===== src/rtl/mips_cpu_pkg.sv =====
// Shared types and defaults for the multi-cycle MIPS core's PC sequencing.
package mips_cpu_pkg;

  typedef logic [31:0] word_t;

  typedef enum logic [1:0] {
    SEQ    = 2'd0,
    SLOT   = 2'd1,
    HALTED = 2'd2
  } pc_state_t;

  localparam word_t DEFAULT_RESET_VECTOR = 32'hBFC0_0000;
  localparam word_t DEFAULT_HALT_ADDR    = 32'h0000_0000;

endpackage


===== src/rtl/mips_cpu_pc_seq.sv =====
// PC sequencer: sequential fetch, branch-delay-slot redirects and halt-on-redirect detection.
module mips_cpu_pc_seq
  import mips_cpu_pkg::*;
#(
  parameter word_t RESET_VECTOR = DEFAULT_RESET_VECTOR,
  parameter word_t HALT_ADDR    = DEFAULT_HALT_ADDR
) (
  input  logic        clk,
  input  logic        rst_n,
  input  logic        instr_done,
  input  logic        redirect_valid,
  input  logic [31:0] redirect_target,
  output logic [31:0] pc,
  output logic        delay_slot,
  output logic        active,
  output logic        redirect_ack,
  output logic        slot_err,
  output logic [31:0] pending_target
);

  pc_state_t state_q, state_d;
  word_t     pc_q, pc_d;
  word_t     pending_q, pending_d;
  logic      ack_q, ack_d;
  logic      err_q, err_d;

  always_ff @(posedge clk) begin
    if (!rst_n) begin
      state_q   <= SEQ;
      pc_q      <= RESET_VECTOR;
      pending_q <= '0;
      ack_q     <= 1'b0;
      err_q     <= 1'b0;
    end else begin
      state_q   <= state_d;
      pc_q      <= pc_d;
      pending_q <= pending_d;
      ack_q     <= ack_d;
      err_q     <= err_d;
    end
  end

  always_comb begin
    state_d   = state_q;
    pc_d      = pc_q;
    pending_d = pending_q;
    ack_d     = 1'b0;
    err_d     = err_q;
    case (state_q)
      SEQ: begin
        if (instr_done) begin
          pc_d = pc_q + 32'd4;
          if (redirect_valid) begin
            pending_d = redirect_target & ~32'h3;
            state_d   = SLOT;
            ack_d     = 1'b1;
          end
        end
      end
      SLOT: begin
        // A branch sitting in the delay slot is dropped; the first target still wins.
        if (instr_done) begin
          pc_d      = pending_q;
          pending_d = '0;
          state_d   = (pending_q == HALT_ADDR) ? HALTED : SEQ;
          if (redirect_valid) err_d = 1'b1;
        end
      end
      default: begin
        state_d = HALTED;
      end
    endcase
  end

  assign pc             = pc_q;
  assign delay_slot     = (state_q == SLOT);
  assign active         = (state_q != HALTED);
  assign redirect_ack   = ack_q;
  assign slot_err       = err_q;
  assign pending_target = pending_q;

endmodule


===== config.mk =====
export PLATFORM = sky130hd
export DESIGN_NAME = mips_cpu_pc_seq
export DESIGN_NICKNAME = d
export VERILOG_FILES = /design/src/rtl/mips_cpu_pkg.sv /design/src/rtl/mips_cpu_pc_seq.sv
export SDC_FILE = /design/constraint.sdc
export NUM_CORES = 1
export LEC_CHECK = 0
export ABC_AREA = 1
export CAP_MARGIN = 20
export CORE_MARGIN = 2
export CORE_UTILIZATION = 30
export DETAILED_ROUTE_END_ITERATION = 7
export GPL_TIMING_DRIVEN = 0
export SETUP_SLACK_MARGIN = 0.2
export SYNTH_ARGS = -nofsm -noshare
export SYNTH_HDL_FRONTEND = slang
export SYNTH_SLANG_ARGS = --single-unit

===== constraint.sdc =====
create_clock -name clk -period 2.14 [get_ports clk]
set_clock_uncertainty 0.1 [all_clocks]
set_input_delay 0.321 -clock clk [delete_from_list [all_inputs] [get_ports clk]]
set_output_delay 0.321 -clock clk [all_outputs]
set_load 0.05 [all_outputs]

Yosys cells after proc, flatten, opt, wreduce, memory -nomap -nowiden
Cells that the tools add are included.
{ "classes": {"add_sub_neg": 1, "n_eq_ne": 5, "mux": 13, "n_reduce_logical": 8} }
{ "op_table": {"columns": ["cell", "n"], "rows": [
  ["two-way mux 32 bit", 5],
  ["one-hot mux 32 bit (2 select lines)", 2],
  ["adder 32 x 3 -> 32 bit (second input constant)", 1],
  ["zero test 32 bit", 1],
  ["AND reduction 3 bit", 4],
  ["two-way mux 2 bit", 4],
  ["!= test 2 bit (second input constant)", 4],
  ["one-hot mux 2 bit (2 select lines)", 1],
  ["AND reduction 4 bit", 1],
  ["== test 2 x 1 -> 1 bit (second input constant)", 1],
  ["zero test 2 bit", 1],
  ["nonzero test 2 bit", 1],
  ["two-way mux 1 bit", 1]
]} }
{ "totals": {"reg_bits": 68, "in_bits": 36, "output_inout_bits": 68, "word_cells": 32} }

Depth between registers and ports, before layout
Gate-level depths: netlist of run 1.
{ "depth": {"word_depth": 4, "mapped_depth": 12, "ltp_nobuf": 12} }

Worst setup path after synthesis of run 1
OpenSTA, ideal clock, no wires.
{ "synth_path": {"path_kind": "reg2reg", "from": "register pc_q[2] (netlist: pc[2])", "to": "register pc_q[22] (netlist: pc[22])", "setup_time_ns": 0.115, "arrival_time_ns": 1.895, "t_required_ns": 1.925, "path_slack_ns": 0.030, "path_stages_with_launch": 11, "n_path_buf": 0, "synth_period_minus_slack_ns": 2.110, "cell_sequence": "dfxtp_1 > ha_1 > nand2_2 > nor2_2 > nand2_4 > nor2_8 > nand2_2 > a21oi_1 > o21ai_1 > nand2_1 > nand2_1"} }
{ "synth_between": {"elab_chain_len": 3} }
{ "synth_rtl": {"columns": ["item", "line", "text"], "rows": [
  ["start: declaration", "mips_cpu_pc_seq.sv:22", "word_t pc_q, pc_d;"],
  ["start signal: assignment", "mips_cpu_pc_seq.sv:36", "pc_q <= pc_d;"],
  ["adder 32 x 3 -> 32 bit", "mips_cpu_pc_seq.sv:52", "pc_d = pc_q + 32'd4;"],
  ["two-way mux 32 bit", "mips_cpu_pc_seq.sv:51", "if (instr_done) begin"],
  ["one-hot mux 32 bit (2 select lines)", "mips_cpu_pc_seq.sv:49", "case (state_q)"]
]} }
No other way between the ends. The select of a mux whose other input is x is not followed.
A chain may end at the register's enable or synchronous reset.

Final worst setup path of run 1
{ "layout_path": {"from": "register pending_q[22] (netlist: pending_target[22])", "to": "output port pending_target[22]"} }
{ "layout_rtl": {"columns": ["item", "line", "text"], "rows": [
  ["start: declaration", "mips_cpu_pc_seq.sv:23", "word_t pending_q, pending_d;"],
  ["start signal: assignment", "mips_cpu_pc_seq.sv:37", "pending_q <= pending_d;"],
  ["end: declaration", "mips_cpu_pc_seq.sv:18", "output logic [31:0] pending_target"]
]} }
No word-level cell between the ends.

==> flow_metrics.env, run 1 <==
export IMPL_leakage_nw=2.21
export IMPL_r2r_slack_ns=0.39
export IMPL_combPwrFrac_pct=22.5
export IMPL_nets=693
export IMPL_antenna_found_initial=0
export IMPL_syn_area_sq_um=3550
export IMPL_grt_max_degree=13
export IMPL_fin_crit_sh_pct=89.2
export IMPL_start_util_pct=31.0
export IMPL_cts_setup_buffers=0
export IMPL_overflow=0
export IMPL_clockBufferDepth=2
export IMPL_p_int_w=0.00230
export IMPL_cap_violations=0
export IMPL_clockRootBuffer="clkbuf_16"
export IMPL_postRouteAntennaNets=0
export IMPL_vias=4038
export IMPL_synthDistinctLibCells=35
export IMPL_rsz0062_at_grt="yes"
export IMPL_viasPerCell=5.02
export IMPL_die_height_um=113
export IMPL_drc=0
export IMPL_synthesis_instances=545
export IMPL_yosys_warnings=0
export IMPL_synthTopCellsByArea="dfxtp_1 (36%), nand2_1 (14%), a21oi_1 (11%)"
export IMPL_track_usage_pct=19.9
export IMPL_crit_required_ns=1.72
export IMPL_cts_tree="built"
export IMPL_routed_wl_mm=12.5
export IMPL_clock_latency_ns=0.34
export IMPL_ioPinCount=104
export IMPL_tns_ns=0
export IMPL_fmax_ghz=0.524
export IMPL_gp_congestion=0.935
export IMPL_arrival_ns=1.49
export IMPL_first_global_vias=3912
export IMPL_numCtsBuffers=9
export IMPL_setup_slack_ns=0.231
export IMPL_dieArea_sq_um=12700
export IMPL_core_sq_um=11500
export IMPL_drtIter0Drc=303
export IMPL_cts_resized=66
export IMPL_hold_viol=0
export IMPL_ys_seq_area_share_pct=36.1
export IMPL_min_path_type="flip-flop to flip-flop"
export IMPL_ctsHoldBuffers=0
export IMPL_p_switching_w=0.00122
export IMPL_grt_pass1_wl_mm=20.2
export IMPL_drt_first_pass_iters=7
export IMPL_layout_drive_gt1_share_pct=9.98
export IMPL_areaGrowthSynthToFinish_pct=39.9
export IMPL_final_util_pct=43.3
export IMPL_irDropWorstVdd_uv=457
export IMPL_num_antenna_cells=0
export IMPL_slowest_stage="clkdlybuf4s50_1"
export IMPL_yosys_area_top_type_share_pct=36.1
export IMPL_clkPwrFrac_pct=39.0
export IMPL_wl_per_cell_um=15.6
export IMPL_worst_slew_pin_slew_ns=0.655
export IMPL_io_buffers=97
export IMPL_synth_seq_cells=64
export IMPL_path_cells="clkdlybuf4s50_1"
export IMPL_critPathBufInv=1
export IMPL_path_clk_slew_ns=0.06
export IMPL_clock_sinks=64
export IMPL_timing_final_crit_period_ns=1.91
export IMPL_dp_hpwl_mm=9.71
export IMPL_timing_hold_ws_ns=0.380
export IMPL_die_x_um=113
export IMPL_synth_area_leader_cell="dfxtp_1"
export IMPL_worstSetupEndpointType="output port"
export IMPL_place_ws_ns=-0.254
export IMPL_final_max_slew_viol_count=0
export IMPL_power_density_nw_per_um2=708
export IMPL_status="completed"
export IMPL_worst_setup_path_start_kind="flip-flop"
export IMPL_criticalPathCategory="flip-flop to output port"
export IMPL_fillers=1179
export IMPL_setup_viol=0
export IMPL_cp_max_fo=2
export IMPL_htreeDepth=3
export IMPL_synth_area_per_cell_sq_um=6.52
export IMPL_slowest_delay_ns=0.81
export IMPL_core_rowCount=39
export IMPL_cp_top_family="buffers and inverters"
export IMPL_p_total_w=0.00352
export IMPL_seq_power_share_pct=38.5
export IMPL_relSlewSlack_pct=56.4
export IMPL_netSwitchingFraction_pct=34.5
==> cell usage in the layout (no fill, tap or decap), drive strengths merged, types with 19 or more instances in the layout <==
cell,n
buf,20
o21ai,27
dlygate4sd2,50
a211oi,19
a21oi,80
clkdlybuf4s50,40
inv,52
dfxtp,64
nand3,47
nor2,60
clkbuf,21
nand2,136
==> power by group through the flow <==
stage	clock (W)	combinational, W	sequential [W]
2_1_floorplan	0	0.000296	0.00159
6_report	0.00137	0.000791	0.00135
5_1_grt	0.00143	0.000850	0.00137
3_5_place_dp	0	0.000822	0.00138
3_3_place_gp	0	0.000820	0.00138
4_1_cts	0.00138	0.000789	0.00135
==> registers in the layout (all words and copies together) (netlist names) <==
register,cells
pending_target,30
pc,30
redirect_ack,1
slot_err,1
state_q,2
==> cell families after synthesis <==
| family | after synthesis | share of synthesized area, % |
|---|---|---|
| other | 1 | 0.106 |
| buffers and inverters | 82 | 10.1 |
| AND/OR/NAND/NOR | 267 | 33.3 |
| AO/OA/AOI/OAI | 129 | 19.8 |
| flip-flops | 64 | 36.1 |
| XOR/XNOR | 1 | 0.247 |
| adder cells (fa/ha/maj) | 1 | 0.352 |
==> per-layer routing <==
metal | track usage, % | share of wire, %
met5 | 0 | 0
met4 | 5.85 | 1.4
met3 | 5.14 | 7.9
met2 | 31.7 | 46
met1 | 26.7 | 45
==> layout make-up <==
cell class / count / area (sq um) / area share (%)
Buffer: 30 / 164 / 3.30
Multi-Input combinational cell: 402 / 1950 / 39.3
Clock buffer: 9 / 225 / 4.53
Sequential cell: 64 / 1290 / 25.9
Tap cell: 143 / 179 / 3.60
Inverter: 52 / 199 / 4.00
Clock inverter: 7 / 47.5 / 0.957
Timing Repair Buffer: 97 / 913 / 18.4
==> cell usage after synthesis, drive strengths merged <==
cell and count:
dfxtp 64, inv 50, xnor2 1, clkinv 2
a211oi 19, nor2 60, nand2 136, clkbuf 11
or2 3, a32oi 1, a21oi 80, o22ai 1
nor4 2, nand3 47, nand4 6, nor3 6
o21ai 27, nor3b 1, conb 1, buf 19
nand3b 6, o21a 1, ha 1
==> stage by stage <==
stage,area (sq um),cells
finish,4970,804
global route,4970,804
CTS,4930,804
detailed placement,4720,788
global placement,4720,788
floorplan,3570,548
==> worst paths after layout <==
check | startpoint | to | cells after the start
worst max-delay path | pending_target[22]$_SDFFE_PN0P_ | pending_target[22] | 1
worst min-delay path | slot_err$_SDFFE_PN0P_ | slot_err$_SDFFE_PN0P_ | 2
worst max register to register | pc[2]$_SDFFE_PN0P_ | pc[26]$_SDFFE_PN1P_ | 12
worst min register to register | slot_err$_SDFFE_PN0P_ | slot_err$_SDFFE_PN0P_ | 2
Power figures use the tool's default switching activity.
==> run 2: changes to the inputs <==
--- a/config.mk
+++ b/config.mk
@@ -8,9 +8,10 @@
 export ABC_AREA = 1
 export CAP_MARGIN = 20
 export CORE_MARGIN = 2
-export CORE_UTILIZATION = 30
+export CORE_UTILIZATION = 40
 export DETAILED_ROUTE_END_ITERATION = 7
 export GPL_TIMING_DRIVEN = 0
+export PLACE_DENSITY = 0.69
 export SETUP_SLACK_MARGIN = 0.2
 export SYNTH_ARGS = -nofsm -noshare
 export SYNTH_HDL_FRONTEND = slang
==> run 2 against run 1 <==
Against the previous run:
- non-clock buffer count stayed put
- critical endpoint unchanged
- highest routed layer unchanged
- via count up 0.94%
- global-route usage rose by 5.0 points
- register-to-register slack barely moved
- cell count decreased by 4.2%
- maximum frequency is 0.30% higher
- worst hold slack better by 0.011 ns
- worst setup slack better by 0.0057 ns
==> flow_metrics.env, run 2 (synthesized netlist as in run 1, its figures left out) <==
export IMPL_final_max_slew_viol_count=0
export IMPL_irDropWorstVdd_uv=381
export IMPL_min_path_type="flip-flop to flip-flop"
export IMPL_arrival_ns=1.48
export IMPL_worst_slew_pin_slew_ns=0.576
export IMPL_postRouteAntennaNets=0
export IMPL_r2r_worst_path_cells=12
export IMPL_track_usage_pct=25.0
export IMPL_cts_tree="built"
export IMPL_status="completed"
export IMPL_multi_input_area_sq_um=1960
export IMPL_slowest_delay_ns=0.80
export IMPL_dp_hpwl_mm=9.20
export IMPL_cap_violations=0
export IMPL_io_buffers=97
export IMPL_vias=4076
export IMPL_leakage_nw=2.24
export IMPL_areaGrowthSynthToFinish_pct=37.3
export IMPL_clock_latency_ns=0.34
export IMPL_numCtsBuffers=9
export IMPL_critPathBufInv=1
export IMPL_antenna_found_initial=0
export IMPL_routed_wl_mm=12.0
export IMPL_slowest_stage="clkdlybuf4s50_1"
export IMPL_core_rowCount=34
export IMPL_fillers=921
export IMPL_clockBufferDepth=2
export IMPL_grt_pass1_wl_mm=19.4
export IMPL_cts_setup_buffers=0
export IMPL_grt_max_degree=13
export IMPL_crit_required_ns=1.72
export IMPL_worst_setup_path_start_kind="flip-flop"
export IMPL_fin_crit_sh_pct=88.9
export IMPL_regArea_sq_um=1290
export IMPL_path_clk_slew_ns=0.08
export IMPL_p_total_w=0.00331
export IMPL_nets=694
export IMPL_final_common_cell="nand2_1"
export IMPL_hold_path_depth=2
export IMPL_fmax_ghz=0.525
export IMPL_first_global_vias=3858
export IMPL_power_density_nw_per_um2=680
export IMPL_drc=0
export IMPL_final_util_pct=56.2
export IMPL_path_cells="clkdlybuf4s50_1"
export IMPL_drtIter0Drc=397
export IMPL_layout_common_cells="nand2_1 (131), a21oi_1 (79), dfxtp_1 (61)"
export IMPL_rsz0062_at_grt="yes"
export IMPL_timing_hold_ws_ns=0.391
export IMPL_clockRootBuffer="clkbuf_8"
export IMPL_die_height_um=98.2
export IMPL_relSlewSlack_pct=61.6
export IMPL_ioPinCount=104
export IMPL_post_dp_cell_area_sq_um=4670
export IMPL_start_util_pct=40.9
export IMPL_place_ws_ns=-0.229
export IMPL_cp_top_family="buffers and inverters"
export IMPL_htreeDepth=3
export IMPL_timing_final_crit_period_ns=1.90
export IMPL_num_antenna_cells=0
export IMPL_drt_first_pass_iters=5
export IMPL_setup_slack_ns=0.237
export IMPL_hold_viol=0
export IMPL_die_x_um=98.2
export IMPL_viasPerCell=5.29
export IMPL_gp_congestion=0.979
export IMPL_cp_max_fo=2
export IMPL_overflow=0
export IMPL_setup_viol=0
export IMPL_core_sq_um=8680
export IMPL_criticalPathCategory="flip-flop to output port"
export IMPL_worstSetupEndpointType="output port"
export IMPL_layout_drive_gt1_share_pct=9.82
export IMPL_wl_per_cell_um=15.5
export IMPL_dieArea_sq_um=9650
export IMPL_path_depth=1
export IMPL_clock_sinks=64
export IMPL_final_area_sq_um=4880
[run 2: through the flow]
step	cells	TNS [ns]
2_1_floorplan	548	0
3_3_place_gp	753	-0.265
3_5_place_dp	753	-0.265
4_1_cts	769	0
5_1_grt	770	0
6_report	770	0
[run 2: power breakdown]
group / leakage (nW) / internal [W] / total (W) / switching, W
clock: 0.110 / 0.000658 / 0.00118 / 0.000521
sequential: 0.526 / 0.00126 / 0.00135 / 0.0000886
combinational: 1.61 / 0.000253 / 0.000786 / 0.000532
total: 2.24 / 0.00217 / 0.00331 / 0.00114
[run 2: cell type report]
type	instances	share of cell area [%]
clock inverter	7	1.95
clock buffer	9	2.54
tap	108	2.77
timing repair buffer	97	18.8
multi-input combinational	403	40.1
buffer	30	3.36
sequential	64	26.4
inverter	52	4.08
[run 2: path summary, 6_finish.rpt]
path	from	slack, ns	endpoint
setup / recovery	pending_target[22]$_SDFFE_PN0P_	0.24	pending_target[22]
hold / removal	pending_target[4]$_SDFFE_PN0P_	0.39	pending_target[4]$_SDFFE_PN0P_
setup reg to reg	pc[2]$_SDFFE_PN0P_	0.38	pc[26]$_SDFFE_PN1P_
hold reg to reg	pending_target[4]$_SDFFE_PN0P_	0.39	pending_target[4]$_SDFFE_PN0P_
[run 2: per-layer routing]
layer  share of wire [%]  global-route usage (%)  wire (um)
met5                   0                       0          0
met4                 1.9                    8.75        233
met3                 8.4                    4.01       1010
met2                  46                    40.1       5510
met1                  44                    34.1       5200
[run 2: timing repair]
action,4_1_cts,5_1_grt
pin swaps,0,1
resized for setup,67,15
cloned,0,1
hold buffers,0,0
endpoints found under the setup margin,59,19
==> run 3: changes to the inputs <==
--- a/config.mk
+++ b/config.mk
@@ -10,7 +10,7 @@
 export CORE_MARGIN = 2
 export CORE_UTILIZATION = 40
 export DETAILED_ROUTE_END_ITERATION = 7
-export GPL_TIMING_DRIVEN = 0
+export GPL_TIMING_DRIVEN = 1
 export PLACE_DENSITY = 0.69
 export SETUP_SLACK_MARGIN = 0.2
 export SYNTH_ARGS = -nofsm -noshare
==> run 3 against run 2 <==
Against the previous run:
- via count fell by 1.2%
- critical endpoint is now pending_target[19]
- clock power is 7% lower
- first-iteration DRC count down 0.25%
- wire length shrank 6.2%
- sequential cell count is the same
- maximum frequency down 0.83%
- cell count shrank 2.5%
- die area unchanged
- critical path depth is the same
==> flow_metrics.env, run 3 (synthesized netlist as in run 1, its figures left out) <==
export IMPL_status="completed"
export IMPL_slowest_stage="clkdlybuf4s50_1"
export IMPL_final_max_slew_viol_count=0
export IMPL_start_util_pct=40.9
export IMPL_final_util_pct=55.4
export IMPL_critPathBufInv=1
export IMPL_final_common_cell="nand2_1"
export IMPL_routed_wl_mm=11.2
export IMPL_vias=4029
export IMPL_drt_first_pass_iters=5
export IMPL_path_clk_slew_ns=0.08
export IMPL_track_usage_pct=23.6
export IMPL_leakage_nw=2.18
export IMPL_antenna_found_initial=0
export IMPL_hold_viol=0
export IMPL_clockBufferDepth=2
export IMPL_drtIter0Drc=396
export IMPL_die_height_um=98.2
export IMPL_irDropWorstVdd_uv=478
export IMPL_setup_slack_ns=0.221
export IMPL_worstSetupEndpointType="output port"
export IMPL_die_x_um=98.2
export IMPL_final_area_sq_um=4810
export IMPL_wl_per_cell_um=14.9
export IMPL_fmax_ghz=0.521
export IMPL_power_density_nw_per_um2=671
export IMPL_timing_final_crit_period_ns=1.92
export IMPL_setup_viol=0
export IMPL_viasPerCell=5.36
export IMPL_slowest_delay_ns=0.81
export IMPL_place_ws_ns=0.0897
export IMPL_core_rowCount=34
export IMPL_drc=0
export IMPL_crit_required_ns=1.72
export IMPL_clock_sinks=64
export IMPL_cap_violations=0
export IMPL_grt_pass1_wl_mm=18.7
export IMPL_overflow=0
export IMPL_areaGrowthSynthToFinish_pct=35.4
export IMPL_cp_max_fo=2
export IMPL_layout_common_cells="nand2_1 (131), a21oi_1 (79), dfxtp_1 (62)"
export IMPL_worst_slew_pin_slew_ns=0.586
export IMPL_num_antenna_cells=0
export IMPL_tns_ns=0
export IMPL_first_global_vias=3853
export IMPL_criticalPathCategory="flip-flop to output port"
export IMPL_ioPinCount=104
export IMPL_cp_top_family="buffers and inverters"
export IMPL_post_dp_cell_area_sq_um=4650
export IMPL_rsz0062_at_grt="no"
export IMPL_cts_setup_buffers=0
export IMPL_arrival_ns=1.50
export IMPL_clock_latency_ns=0.35
export IMPL_path_cells="clkdlybuf4s50_1"
export IMPL_gp_congestion=0.935
export IMPL_relSlewSlack_pct=60.9
export IMPL_nets=675
export IMPL_fin_crit_sh_pct=89.7
export IMPL_grt_max_degree=60
export IMPL_dp_hpwl_mm=8.15
export IMPL_min_path_type="flip-flop to flip-flop"
export IMPL_postRouteAntennaNets=0
export IMPL_htreeDepth=3
export IMPL_numCtsBuffers=9
export IMPL_io_buffers=97
export IMPL_p_total_w=0.00323
export IMPL_layout_drive_gt1_share_pct=8.40
export IMPL_clockRootBuffer="clkbuf_8"
export IMPL_worst_setup_path_start_kind="flip-flop"
export IMPL_cts_tree="built"
export IMPL_core_sq_um=8680
export IMPL_dieArea_sq_um=9650
-- run 3: worst paths after layout --
path | from | to | slack, ns | depth (start not counted)
worst max-delay path | pending_target[19]$_SDFFE_PN0P_ | pending_target[19] | 0.22 | 1
worst min-delay path | slot_err$_SDFFE_PN0P_ | slot_err$_SDFFE_PN0P_ | 0.39 | 2
worst max register to register | pc[2]$_SDFFE_PN0P_ | pc[22]$_SDFFE_PN1P_ | 0.34 | 10
worst min register to register | slot_err$_SDFFE_PN0P_ | slot_err$_SDFFE_PN0P_ | 0.39 | 2
-- run 3: through the flow --
step                      hold slack, ns  instances
after floorplan                    0.344        548
after global placement             0.361        735
after detailed placement           0.369        735
after CTS                          0.389        751
after global routing               0.418        751
final                              0.388        751
-- run 3: repair_timing --
action                                  4_1_cts  5_1_grt
gates cloned                                  0        0
hold buffers                                  0        0
gates resized for setup                      52        8
endpoints found under the setup margin       52       10
-- run 3: layout make-up --
class                      instances  area, sq um
fill                             921         3870
clock inverter                     6         67.6
multi-input combinational        402         1930
sequential                        64         1290
clock buffer                      10          138
inverter                          52          196
timing repair buffer             109         1060
tap                              108          135
-- run 3: power breakdown --
part / switching (W) / leakage, nW / total (W) / internal (W)
combinational: 0.000526 / 1.55 / 0.000776 / 0.000251
sequential: 0.0000849 / 0.526 / 0.00135 / 0.00126
clock: 0.000529 / 0.0989 / 0.00110 / 0.000574
-- run 3: per-layer routing --
metal / GRT usage (%) / vias to the layer above / wire length (um)
met1: 32.3 / 1841 / 5000
met2: 37.0 / 176 / 5020
met3: 5.08 / 25 / 971
met4: 8.01 / 0 / 225
met5: 0 / - / 0
li1: - / 1987 / -
==> RTL edit 1: new RTL, flow settings as in run 2 <==
Re-encode `pc_state_t` (3 states) as one-hot, 3 bits wide.
--- a/src/rtl/mips_cpu_pkg.sv
+++ b/src/rtl/mips_cpu_pkg.sv
@@ -4,8 +4,8 @@
   typedef logic [31:0] word_t;
 
-  typedef enum logic [1:0] {
-    SEQ    = 2'd0,
-    SLOT   = 2'd1,
-    HALTED = 2'd2
+  typedef enum logic [2:0] {
+    SEQ    = 3'b001,
+    SLOT   = 3'b010,
+    HALTED = 3'b100
   } pc_state_t;
 
Check against the original RTL: same outputs for any inputs over 10 cycles, from zero or initial values and one cycle with rst_n low; not proved beyond that.
==> RTL edit 1 against run 2 <==
Maximum frequency down 2.1%. Count of clock-buffer cells in the layout up 1. Setup slack worse by 0.041 ns. Combinational power down 10%. Sequential share of layout area down 0.28 points. Synthesized cell count down 0.92%. Sequential cell count up 1. Synthesized area up 2.8%. Wire length down 1.7%. Critical path depth up 4. Non-clock buffer count down 2. Design area up 2.4%. Total power down 2.1%. Critical path type unchanged. Critical endpoint is now delay_slot. Largest power group unchanged. Highest routed layer unchanged.
==> RTL edit 1: results (changes against run 2) <==
- The run finished with clean final reports.
- The startpoint identified for the worst register-to-register timing path is pc[3].
- The distinct cell type count of the synthesized netlist was 38 (+8.6%).
- The power drawn by the combinational cells was 0.706 mW (-10%).
- The leakage power is 2.38 nW (+6.0%).
- The sum of net half-perimeters after detailed placement is 8.83 mm (-4.0%).
- The commonest cells after synthesis are 155 x sky130_fd_sc_hd__nand2_1, 65 x sky130_fd_sc_hd__dfxtp_1, 50 x sky130_fd_sc_hd__inv_1.
- The launching instance or port of the critical path is state_q[1].
- The critical path's slowest cell is sky130_fd_sc_hd__dfxtp_1.
- The detailed-router iteration count before antenna repair is 6 (+1).
- The sequential share of power is 40.6% (-0.2 points).
- The transition time of the tightest slew-check pin is 0.662 ns (+0.0856 ns).
- The worst hold-check slack was 0.406 ns (+0.0149 ns).
- The worst-case register-to-register setup slack is 0.33 ns (-0.05 ns).
- The first-pass GRT wire length came to 18.7 mm (-3.2%).
- The switching power total is 1.06 mW (-7.1%).
- The filler cell count came to 860 (-6.6%).
- The startpoint identified for the worst hold timing path is pending_target[3].
- The critical path's largest stage delay was 0.38 ns (-0.42 ns).
- By area the synthesized netlist is led by sky130_fd_sc_hd__dfxtp_1 36%, sky130_fd_sc_hd__nand2_1 16%, sky130_fd_sc_hd__a21oi_1 6.2%, sky130_fd_sc_hd__nand3_1 5.5%, sky130_fd_sc_hd__inv_1 5.1%.
- The critical path capture point is delay_slot.
- The final net count is 688 (-0.86%).
- The worst supply voltage drop on vdd is 0.320 mV (-16%).
- The total track usage is 23.8% (-1.2 points).
- The sequential fraction of the synthesis area is 35.6% (-0.43 points).
- The mean number of vias per cell is 5.46 (+3.1%).
- The number of cells produced by synthesis was 540 (-0.92%).
[RTL edit 1: changes by cell type after synthesis, moves of 4 or more]
cell / change
sky130_fd_sc_hd__a21oi_1: -34
sky130_fd_sc_hd__o21ai_1: -4
sky130_fd_sc_hd__inv_2: +5
sky130_fd_sc_hd__clkbuf_1: -4
sky130_fd_sc_hd__o31ai_1: +25
sky130_fd_sc_hd__nor2_1: -22
sky130_fd_sc_hd__or2_1: +4
sky130_fd_sc_hd__a211oi_1: -18
sky130_fd_sc_hd__nand4_1: +8
sky130_fd_sc_hd__nand3_1: -5
sky130_fd_sc_hd__nand2_1: +24
[RTL edit 1: layout make-up]
type	instances	area [um^2]	share of cell area, %
multi-input combinational	392	2000	40.0
inverter	58	218	4.36
clock inverter	6	91.3	1.83
tap	108	135	2.71
sequential	65	1300	26.1
clock buffer	10	138	2.76
timing repair buffer	97	950	19.0
buffer	28	163	3.26
[RTL edit 1: repair_timing]
item,4_1_cts,5_1_grt
gates resized for setup,47,19
endpoints found under the setup margin,43,20
endpoints found under the hold margin,0,0
[RTL edit 1: cells by family (layout without fill, tap and decap cells)]
family / after synthesis / count (layout) / share of synthesized area (%)
xor gates and xnor gates: 4 / 4 / 0.960
and+or+nand+nor: 282 / 282 / 36.0
AOI/OAI and AO/OA: 101 / 101 / 16.6
buffers and inverters: 86 / 199 / 10.3
other: 1 / 4 / 0.103
adders and majority gates: 1 / 1 / 0.343
DFF: 65 / 65 / 35.6
[RTL edit 1: per-layer routing]
metal | GRT usage (%) | up-vias | part of all wire [%]
li1 | - | 2012 | -
met3 | 3.30 | 20 | 7.1
met5 | 0 | - | 0
met2 | 40.5 | 185 | 48
met1 | 30.5 | 1954 | 43
met4 | 9.27 | 0 | 2.0
==> RTL edit 2: new RTL, flow settings as in run 2 <==
Made on the original files. Reset style: asynchronous (`rst_n`), changed in one clocked block.
--- a/src/rtl/mips_cpu_pc_seq.sv
+++ b/src/rtl/mips_cpu_pc_seq.sv
@@ -25,5 +25,5 @@
   logic      err_q, err_d;
 
-  always_ff @(posedge clk) begin
+  always_ff @(posedge clk or negedge rst_n) begin
     if (!rst_n) begin
       state_q   <= SEQ;
Check against the original RTL: differs if rst_n is asserted again (counterexample within 4 cycles, from zero or initial values and one cycle with rst_n low); with rst_n held inactive, the same outputs for 10 cycles.
==> RTL edit 2 against run 2 <==
Critical path depth did not move. Wire length fell by 2.6%. Sequential cell count did not move. Critical endpoint is now redirect_ack. Synthesized area rose by 4.9%. Design area rose by 2.9%. Critical path type unchanged. Cell count fell by 2.9%. Setup slack got worse by 0.0071 ns. Worst hold slack got worse by 0.0018 ns.
Power is not compared: it rests on default switching activity, and its combinational part moved more than twofold at a synthesized area within 25%.
==> RTL edit 2: results (changes against run 2) <==
- The run finished with clean final reports.
- The maximum fanout along the worst path came to 1 (-1).
- The detailed-route wire length on metal 1 is 5.25 mm (+0.83%).
- The number of stages on the worst hold path is 1 (-1).
- The final net count is 669 (-3.6%).
- The initial detailed-routing violation count is 295 (-26%).
- The met3 track utilization from global routing is 3.95% (-0.056 points).
- The worst hold path terminates at slot_err.
- The total track usage was 23.9% (-1.1 points).
- In this run the most critical hold path is launched from slot_err.
- Sorting the synthesized cells by area gives the leading types as sky130_fd_sc_hd__dfrtp_1 37%, sky130_fd_sc_hd__nand2_1 13%, sky130_fd_sc_hd__nand3_1 9.1%, sky130_fd_sc_hd__dfstp_2 6.3%, sky130_fd_sc_hd__inv_1 6.3%.
- The post-synthesis instance area is 0.00373 mm^2 (+4.9%).
- The clock buffer instance count of the final layout came to 12 (+3).
- The fraction of standard cell area in multi-input logic is 34.4% (-5.7 points).
- The worst setup slack after placement was -0.136 ns (+0.0927 ns).
- The wire length per cell after detailed routing came to 15.6 um (+0.26%).
- The worst reg2reg path depth is 10 (-2).
- The final RePlAce weighted congestion is 0.975 (-0.43%).
- The area growth from synthesis to layout is 34.7%.
- The number of gates given a new drive strength after cts is 70 (+4.5%).
- The main flop type after synthesis is sky130_fd_sc_hd__dfrtp_1.
- In this run the critical register-to-register path is launched from pc[3].
- The area share of buffers outside the clock network came to 21.5% (-0.73 points).
- The filler cell count is 878 (-4.7%).
- The transition time of the tightest slew-check pin came to 0.823 ns (+0.247 ns).
- The number of ordinary and repair buffers in the finished layout was 124 (-2.4%).
- The met1 usage was 32.9% (-1.2 points).
- The sequential share of cell area is 32.1% (+5.7 points).
- The hold-fix buffer count after cts was 1 (+1).
- The sum of net half-perimeters after detailed placement is 8.72 mm (-5.2%).
- The met2 global-route usage was 37.3% (-2.9 points).
- The clock latency at the later pin of the worst-skew pair was 0.36 ns (+0.02 ns).
- The total placed instance area is 0.00485 mm^2 (+3.7%).
- The sequential fraction of the synthesis area was 43.3% (+7.2 points).
- The terminus of the critical flop-to-flop path is pc[30].
RTL edit 2: cell count changes after synthesis, sizes merged, moves of 16 or more:
| cell | run 2 | this run |
|---|---|---|
| dfxtp | 64 | 0 |
| nand3 | 47 | 68 |
| o21ai | 27 | 60 |
| dfrtp | 0 | 55 |
| a211oi | 19 | 0 |
| a21oi | 80 | 29 |
| inv | 50 | 66 |
RTL edit 2: power by group through the flow:
stage | combinational [mW] | clock, mW | sequential [mW]
6_report | 0.350 | 1.14 | 1.28
5_1_grt | 0.373 | 1.19 | 1.29
4_1_cts | 0.353 | 1.15 | 1.28
3_5_place_dp | 0.373 | 0 | 1.31
3_3_place_gp | 0.370 | 0 | 1.31
2_1_floorplan | 0.0708 | 0 | 1.42
RTL edit 2: kinds of logic (layout without fill, tap and decap cells):
group,count (synthesis),count (layout),synth area share (%)
xor gates and xnor gates,1,1,0.235
other,1,4,0.101
adders and majority gates,1,1,0.336
AOI/OAI and AO/OA,98,98,13.6
buffers and inverters,92,206,10.8
DFF,64,64,43.3
and+or+nand+nor,263,263,31.7
RTL edit 2: how the worst max path moves through the flow:
stage / from / to / slack, ns / cells past startpoint
3_3_place_gp: rst_n / pending_target[23] / -1.45 / 1
4_1_cts: state_q[1] / delay_slot / 0.007 / 5
6_report: redirect_ack / redirect_ack / 0.23 / 1
3_5_place_dp: state_q[1] / delay_slot / -0.14 / 5
2_1_floorplan: pc[3] / pc[30] / 0.26 / 10
5_1_grt: state_q[1] / delay_slot / 0.17 / 5
RTL edit 2: stage by stage:
stage,std cells,setup TNS (ns),hold WS [ns],util [%]
after CTS,748,0,0.388,54.6
final,748,0,0.389,54.9
after detailed placement,731,-0.264,0.362,52.9
after floorplan,523,0,-0.0746,-
after global placement,731,-86.33,0.366,53.0
after global routing,748,0,0.412,54.9
